`config.mk`:
```
export PLATFORM = sky130hd
export DESIGN_NAME = mc_control_unit
export DESIGN_NICKNAME = d
export VERILOG_FILES = /design/src/rtl/mini_risc_pkg.sv /design/src/rtl/mc_control_unit_decode.sv /design/src/rtl/mc_control_unit.sv
export SDC_FILE = /design/constraint.sdc
export NUM_CORES = 1
export LEC_CHECK = 0
export CORE_MARGIN = 1
export CORE_UTILIZATION = 62
export DETAILED_ROUTE_END_ITERATION = 8
export DONT_BUFFER_PORTS = 1
export GPL_ROUTABILITY_DRIVEN = 0
export PLACE_DENSITY = 0.78
export SYNTH_ARGS = -nofsm -noshare
export SYNTH_HDL_FRONTEND = slang
export SYNTH_SLANG_ARGS = --single-unit
```
`constraint.sdc`:
```
create_clock -name clk -period 2.3 [get_ports clk]
set_input_delay 0.46 -clock clk [delete_from_list [all_inputs] [get_ports clk]]
set_output_delay 0.46 -clock clk [all_outputs]
set_load 0.01 [all_outputs]
```
`src/rtl/mini_risc_pkg.sv`:
```
// Shared definitions for the KGP mini-RISC control path: opcodes, FSM states,
// write-port/mux encodings, ALU codes and the packed control-bundle type.
package mini_risc_pkg;

    localparam int unsigned OP_W   = 6;
    localparam int unsigned FN_W   = 6;
    localparam int unsigned ALU_W  = 4;
    localparam int unsigned BR_W   = 5;
    localparam int unsigned RW_W   = 2;
    localparam int unsigned WM_W   = 2;
    localparam int unsigned WCNT_W = 3;

    localparam logic [OP_W-1:0] OP_RALU = 6'b000000;
    localparam logic [OP_W-1:0] OP_IALU = 6'b000001;
    localparam logic [OP_W-1:0] OP_LW   = 6'b000010;
    localparam logic [OP_W-1:0] OP_SW   = 6'b000011;
    localparam logic [OP_W-1:0] OP_BR   = 6'b000100;
    localparam logic [OP_W-1:0] OP_CALL = 6'b000101;
    localparam logic [OP_W-1:0] OP_HALT = 6'b111111;

    typedef enum logic [2:0] {
        ST_FETCH,
        ST_DECODE,
        ST_EXEC,
        ST_MEM,
        ST_WB,
        ST_HALT
    } state_e;

    localparam logic [RW_W-1:0] RW_NONE = 2'b00;
    localparam logic [RW_W-1:0] RW_RS   = 2'b01;
    localparam logic [RW_W-1:0] RW_RT   = 2'b10;
    localparam logic [RW_W-1:0] RW_RA   = 2'b11;

    localparam logic [WM_W-1:0] WM_PC   = 2'b00;
    localparam logic [WM_W-1:0] WM_DMEM = 2'b01;
    localparam logic [WM_W-1:0] WM_ALU  = 2'b10;

    localparam logic [ALU_W-1:0] ALU_ADD = 4'd0;
    localparam logic [ALU_W-1:0] ALU_XOR = 4'd3;

    // Every data_path control input for one cycle
    typedef struct packed {
        logic             ir_load;
        logic             pc_write;
        logic [RW_W-1:0]  reg_write;
        logic             imm_mux_ctrl;
        logic             alu_mux_ctrl;
        logic [ALU_W-1:0] alu_op;
        logic             dmem_enable;
        logic             dmem_write_enable;
        logic [WM_W-1:0]  reg_write_mux_ctrl;
        logic [BR_W-1:0]  br_op;
        logic             illegal;
    } ctrl_t;

    // True for every opcode the core implements (halt included)
    function automatic logic is_legal(input logic [OP_W-1:0] op);
        case (op)
            OP_RALU, OP_IALU, OP_LW, OP_SW, OP_BR, OP_CALL, OP_HALT: return 1'b1;
            default: return 1'b0;
        endcase
    endfunction

endpackage

```
`src/rtl/mc_control_unit_decode.sv`:
```
// Combinational control decode for the multi-cycle sequencer.
// Ports: state (current FSM state), op/fn (opcode/func in effect this cycle),
// last_mem (final MEM wait cycle) -> ctrl (full control bundle).
module mc_ctrl_decode
    import mini_risc_pkg::*;
(
    input  state_e          state,
    input  logic [OP_W-1:0] op,
    input  logic [FN_W-1:0] fn,
    input  logic            last_mem,
    output ctrl_t           ctrl
);

    logic unused_fn5;
    assign unused_fn5 = fn[5];

    // Per-state control map; everything defaults to idle
    always_comb begin
        ctrl = '0;
        case (state)
            ST_FETCH: ctrl.ir_load = 1'b1;
            ST_DECODE: begin
                // Unknown opcodes retire immediately as a NOP
                if (!is_legal(op)) begin
                    ctrl.illegal  = 1'b1;
                    ctrl.pc_write = 1'b1;
                end
            end
            ST_EXEC: begin
                case (op)
                    OP_RALU: ctrl.alu_op = fn[ALU_W-1:0];
                    OP_IALU: begin
                        ctrl.alu_op       = fn[ALU_W-1:0];
                        ctrl.alu_mux_ctrl = 1'b1;
                    end
                    OP_LW, OP_SW: begin
                        ctrl.alu_op       = ALU_ADD;
                        ctrl.imm_mux_ctrl = 1'b1;
                        ctrl.alu_mux_ctrl = 1'b1;
                    end
                    OP_BR: begin
                        ctrl.br_op    = fn[BR_W-1:0];
                        ctrl.pc_write = 1'b1;
                    end
                    OP_CALL: begin
                        ctrl.br_op              = fn[BR_W-1:0];
                        ctrl.reg_write          = RW_RA;
                        ctrl.reg_write_mux_ctrl = WM_PC;
                        ctrl.pc_write           = 1'b1;
                    end
                    default: ;
                endcase
            end
            ST_MEM: begin
                // Address path held from EXEC for the whole access
                ctrl.alu_op       = ALU_ADD;
                ctrl.imm_mux_ctrl = 1'b1;
                ctrl.alu_mux_ctrl = 1'b1;
                ctrl.dmem_enable  = 1'b1;
                if (op == OP_SW) begin
                    ctrl.dmem_write_enable = 1'b1;
                    ctrl.pc_write          = last_mem;
                end
            end
            ST_WB: begin
                ctrl.pc_write = 1'b1;
                if (op == OP_LW) begin
                    ctrl.reg_write          = RW_RT;
                    ctrl.reg_write_mux_ctrl = WM_DMEM;
                    ctrl.dmem_enable        = 1'b1;
                    ctrl.alu_op             = ALU_ADD;
                    ctrl.imm_mux_ctrl       = 1'b1;
                    ctrl.alu_mux_ctrl       = 1'b1;
                end else begin
                    ctrl.reg_write          = RW_RS;
                    ctrl.reg_write_mux_ctrl = WM_ALU;
                end
            end
            default: ;
        endcase
    end

endmodule

```
`src/rtl/mc_control_unit.sv`:
```
// Multi-cycle control sequencer for the KGP mini-RISC core.
// Inputs: clk, rst (sync, active-high), opcode/func from data_path.
// Outputs: all data_path controls (decoded from state + latched op/func),
// sticky halted, one-cycle illegal pulse, retired-instruction counter.
module mc_control_unit
    import mini_risc_pkg::*;
#(
    parameter int unsigned DMEM_LATENCY = 1,
    parameter int unsigned CNT_W        = 16
) (
    input  logic              clk,
    input  logic              rst,
    input  logic [OP_W-1:0]   opcode,
    input  logic [FN_W-1:0]   func,
    output logic              ir_load,
    output logic              pc_write,
    output logic [RW_W-1:0]   reg_write,
    output logic              imm_mux_ctrl,
    output logic              alu_mux_ctrl,
    output logic [ALU_W-1:0]  alu_op,
    output logic              dmem_enable,
    output logic              dmem_write_enable,
    output logic [WM_W-1:0]   reg_write_mux_ctrl,
    output logic [BR_W-1:0]   br_op,
    output logic              halted,
    output logic              illegal,
    output logic [CNT_W-1:0]  retired
);

    state_e              state_q, state_d;
    logic [OP_W-1:0]     op_q, op_d;
    logic [FN_W-1:0]     fn_q, fn_d;
    logic [WCNT_W-1:0]   wcnt_q, wcnt_d;
    logic                halted_q, halted_d;
    logic [CNT_W-1:0]    retired_q, retired_d;

    logic [OP_W-1:0]     op_sel;
    logic [FN_W-1:0]     fn_sel;
    logic                last_mem;
    ctrl_t               ctrl_c;

    // DECODE acts on the live fields; every later state uses the latched copy
    assign op_sel   = (state_q == ST_DECODE) ? opcode : op_q;
    assign fn_sel   = (state_q == ST_DECODE) ? func   : fn_q;
    assign last_mem = (wcnt_q == '0);

    mc_ctrl_decode u_decode (
        .state    (state_q),
        .op       (op_sel),
        .fn       (fn_sel),
        .last_mem (last_mem),
        .ctrl     (ctrl_c)
    );

    // Next-state, latch and counter logic
    always_comb begin
        state_d   = state_q;
        op_d      = op_q;
        fn_d      = fn_q;
        wcnt_d    = wcnt_q;
        halted_d  = halted_q;
        retired_d = ctrl_c.pc_write ? retired_q + CNT_W'(1) : retired_q;
        case (state_q)
            ST_FETCH: state_d = ST_DECODE;
            ST_DECODE: begin
                op_d = opcode;
                fn_d = func;
                if (opcode == OP_HALT) begin
                    state_d  = ST_HALT;
                    halted_d = 1'b1;
                end else if (!is_legal(opcode)) begin
                    state_d = ST_FETCH;
                end else begin
                    state_d = ST_EXEC;
                end
            end
            ST_EXEC: begin
                if (op_q == OP_LW || op_q == OP_SW) begin
                    state_d = ST_MEM;
                    wcnt_d  = WCNT_W'(DMEM_LATENCY);
                end else if (op_q == OP_RALU || op_q == OP_IALU) begin
                    state_d = ST_WB;
                end else begin
                    state_d = ST_FETCH;
                end
            end
            ST_MEM: begin
                if (wcnt_q != '0) begin
                    wcnt_d = wcnt_q - WCNT_W'(1);
                end else begin
                    state_d = (op_q == OP_SW) ? ST_FETCH : ST_WB;
                end
            end
            ST_WB:   state_d = ST_FETCH;
            ST_HALT: state_d = ST_HALT;
            default: state_d = ST_FETCH;
        endcase
    end

    always_ff @(posedge clk) begin
        if (rst) begin
            state_q   <= ST_FETCH;
            op_q      <= '0;
            fn_q      <= '0;
            wcnt_q    <= '0;
            halted_q  <= 1'b0;
            retired_q <= '0;
        end else begin
            state_q   <= state_d;
            op_q      <= op_d;
            fn_q      <= fn_d;
            wcnt_q    <= wcnt_d;
            halted_q  <= halted_d;
            retired_q <= retired_d;
        end
    end

    // Reset overrides every output while asserted
    assign ir_load            = ctrl_c.ir_load & ~rst;
    assign pc_write           = ctrl_c.pc_write & ~rst;
    assign reg_write          = rst ? '0 : ctrl_c.reg_write;
    assign imm_mux_ctrl       = ctrl_c.imm_mux_ctrl & ~rst;
    assign alu_mux_ctrl       = ctrl_c.alu_mux_ctrl & ~rst;
    assign alu_op             = rst ? '0 : ctrl_c.alu_op;
    assign dmem_enable        = ctrl_c.dmem_enable & ~rst;
    assign dmem_write_enable  = ctrl_c.dmem_write_enable & ~rst;
    assign reg_write_mux_ctrl = rst ? '0 : ctrl_c.reg_write_mux_ctrl;
    assign br_op              = rst ? '0 : ctrl_c.br_op;
    assign illegal            = ctrl_c.illegal & ~rst;
    assign halted             = halted_q & ~rst;
    assign retired            = rst ? '0 : retired_q;

endmodule

```
==> impl_metrics.py <==
metrics = {
    "sta": {
        "rsz0062_at_grt": "yes",
        "period_minus_slack_ns": 2.29,
        "drv_slew": 0,
        "slew_headroom_pct": 66.4,
        "fmax_mhz": 437,
        "fin_skew_ns": 0.0115,
        "worst_slack_ns": 0.0120,
        "tightestPinTransition_ns": 0.500,
        "setup_viol": 0,
        "min_period_over_period_pct": 99.5,
        "finalHoldViolCount": 0,
    },
    "critical_path": {
        "worstPathArrival_ns": 1.83,
        "crit_path_top_delay_cell": "dfxtp_1",
        "required_ns": 1.84,
        "worstSetupPathType": "reg -> out",
        "crit_path_start_kind": "flop",
        "crit-reg2reg-capture": "retired_q[12]$_SDFFE_PP0P_",
        "crit_path_start": "op_q[3]$_SDFF_PP0_",
        "crit_path_end_kind": "output pin",
        "r2r_slack_ns": 0.09,
        "cp_slowest_stage_delay_ns": 0.36,
        "critPathMaxFanout": 3,
        "reg2regPathDepth": 7,
        "r2r_start": "state_q[0]$_SDFFE_PP0P_",
        "cp-endpoint": "reg_write[1]",
        "path_cells": "nor4_4, nand2_1, o31ai_4, nor3b_4, o21bai_2",
    },
    "yosys": {
        "synth_warnings": 0,
        "ys_top_cells_by_count": "nand2_1, dfxtp_1, a21oi_1, nor2b_1, nor2_1",
        "ys_ff_latch": 34,
        "yosysTopAreaCellShare_pct": 35.1,
        "seq_area_frac_synth_pct": 35.1,
        "synth_fp_nets": 260,
        "synth_most_common_cell": "nand2_1",
        "syn-instance-count": 243,
        "netlist_top_cells_area": "dfxtp_1, nand2_1, nor2b_1",
        "ys.flop_type": "dfxtp_1",
        "yosysTopAreaCell": "dfxtp_1",
        "postSynthAreaPerCell_um2": 7.99,
        "synth_cell_types": 46,
        "synth_area_um2": 1940,
        "synth_edf_count": 0,
        "async_reset_ff_share_pct": 0,
    },
    "power": {
        "p_sw_share_pct": 25.7,
        "pwr-share-seq_pct": 50.9,
        "power_leakage_uw": 0.000844,
        "combPwrFrac_pct": 13.9,
        "power_switching_uw": 318,
        "internal-power_uw": 920,
        "peakVddDrop_uv": 441,
        "clockPowerShare_pct": 35.3,
        "power_density_nw_per_um2": 560,
    },
    "global_route": {
        "grt_usage_pct": 28.9,
        "antenna_found_initial": 0,
        "grt.overflow.total": 0,
        "grt_max_degree": 61,
        "grt_pass1_vias": 1614,
        "grt_pass1_wl_um": 7420,
    },
    "detailed_routing": {
        "wl_per_cell_um": 16.9,
        "wl_um": 4840,
        "dr_total_vias": 1807,
        "drc_errors": 5,
        "dr.pass1.iters": 6,
        "vias_per_cell": 6.32,
        "ant_nets": 0,
        "drt_iter0_markers": 109,
    },
    "clock_tree": {
        "cts_buffers": 5,
        "htreeDepth": 2,
        "clock_latency_ns": 0.35,
        "clk_path_buf_depth": 2,
        "root_buffer": "clkbuf_4",
        "cts_tree": "built",
        "cts_num_sinks": 34,
        "path_clk_slew_ns": 0.11,
        "ctsHoldBuffers": 0,
    },
    "finish": {
        "diodes": 0,
        "drive_above_1_share_pct": 20.0,
        "fin_area_um2": 2210,
        "layout-area-overhead-vs-synth_pct": 13.9,
        "fillerInstances": 210,
        "final_nets": 271,
    },
    "run": {
        "cap_violations": 0,
    },
    "placed_design": {
        "place_area_um2": 1970,
        "numPortBuffers": 0,
        "place_hpwl_um": 3180,
        "dpl_worst_slack_ns": 0.134,
    },
    "hold_path": {
        "hold_path_class": "in -> reg",
    },
    "floorplan": {
        "ioPinCount": 51,
        "fp.dieH_um": 57.9,
        "core_um2": 2850,
        "dieWidth_um": 57.9,
        "row_count": 19,
        "start_util_pct": 68.0,
        "die-area_um2": 3360,
    },
    "run_status": {
        "outcome": "finished with violations",
        "violations": "DRC",
    },
}
## state kept, by name, summed over array words and instances, names as in the netlist
| name | count |
|---|---|
| wcnt_q | 3 |
| halted_q | 1 |
| state_q | 3 |
| retired_q | 16 |
| op_q | 6 |
| fn_q | 5 |
## cell type report
class	instances	area (um2)	share of cell area (%)
clock inverters	1	30.0	1.36
flip-flops and latches	34	688	31.1
clock buffers	7	45.0	2.04
well taps	31	38.8	1.75
inverters	3	11.3	0.509
repair buffers	18	143	6.45
multi-input cells	192	1250	56.8
## routing by layer
layer / routed length, um / vias to the layer above / track usage (%)
li1: - / 869 / -
met1: 2110 / 856 / 37.5
met2: 2320 / 72 / 46.3
met3: 342 / 10 / 8.93
met4: 72 / 0 / 8.50
met5: 0 / - / 0
## logic make-up (layout without fill, tap and decap cells)
| logic type | Yosys count | count (layout) | share of synthesized area, % |
|---|---|---|---|
| simple gates | 136 | 136 | 38.5 |
| compound gates | 39 | 39 | 12.3 |
| flops | 34 | 34 | 35.1 |
| buf+inv | 17 | 29 | 4.51 |
| mux | 11 | 11 | 6.32 |
| fa+ha+maj | 3 | 3 | 1.93 |
| xor+xnor | 3 | 3 | 1.35 |
## worst max-delay path: cells and delay by family, from the launching register on
| kind | cells | cell delay [ns] |
|---|---|---|
| simple gates | 3 | 0.70 |
| compound gates | 2 | 0.42 |
| flops | 1 | 0.36 |
## power by group through the flow
stage | registers [uW] | logic [uW] | clock network [uW]
final | 630 | 172 | 437
after detailed placement | 643 | 132 | 0
after global placement | 642 | 128 | 0
after CTS | 630 | 140 | 441
after floorplan | 635 | 127 | 0
after global routing | 633 | 186 | 470
## cell usage in the layout (no fill, tap or decap), types with 3 or more instances in the layout
master,n
nand2_1,39
dfxtp_1,32
nor2_1,19
nor2b_1,18
a21oi_1,18
buf_4,16
nor3_1,12
nand4_1,7
mux2_1,5
nand3_1,5
mux2_2,5
clkbuf_4,5
and2b_1,4
and2_1,4
o21ai_0,4
inv_1,3
nor4_1,3
or4_1,3
ha_1,3
## worst min path at each step
stage                                      from                        end  depth (start not counted)
after CTS                                   rst         op_q[1]$_SDFF_PP0_                          1
final                                       rst  retired_q[1]$_SDFFE_PP0P_                          1
after detailed placement     fn_q[4]$_SDFF_PP0_         fn_q[4]$_SDFF_PP0_                          2
after floorplan           halted_q$_SDFFE_PP0P_      halted_q$_SDFFE_PP0P_                          2
after global routing                        rst  retired_q[0]$_SDFFE_PP0P_                          1
after global placement       fn_q[4]$_SDFF_PP0_         fn_q[4]$_SDFF_PP0_                          2
## metrics by stage
step	instances	setup TNS (ns)	util, %	power, uW	hold slack, ns
6_report	286	0	77.5	1240	0.171
5_1_grt	286	-0.481	77.5	1290	0.151
4_1_cts	279	0	73.7	1210	0.168
3_5_place_dp	269	0	69.1	776	0.458
3_3_place_gp	269	0	69.1	770	0.437
2_1_floorplan	243	0	-	761	0.429
## repair_timing
item	4_1_cts	5_1_grt
setup endpoints to repair	16	16
gates resized for setup	12	13
pin swaps	2	3
gates cloned	0	0
setup buffers	2	7
No activity file was read; power rests on OpenSTA's default activity.
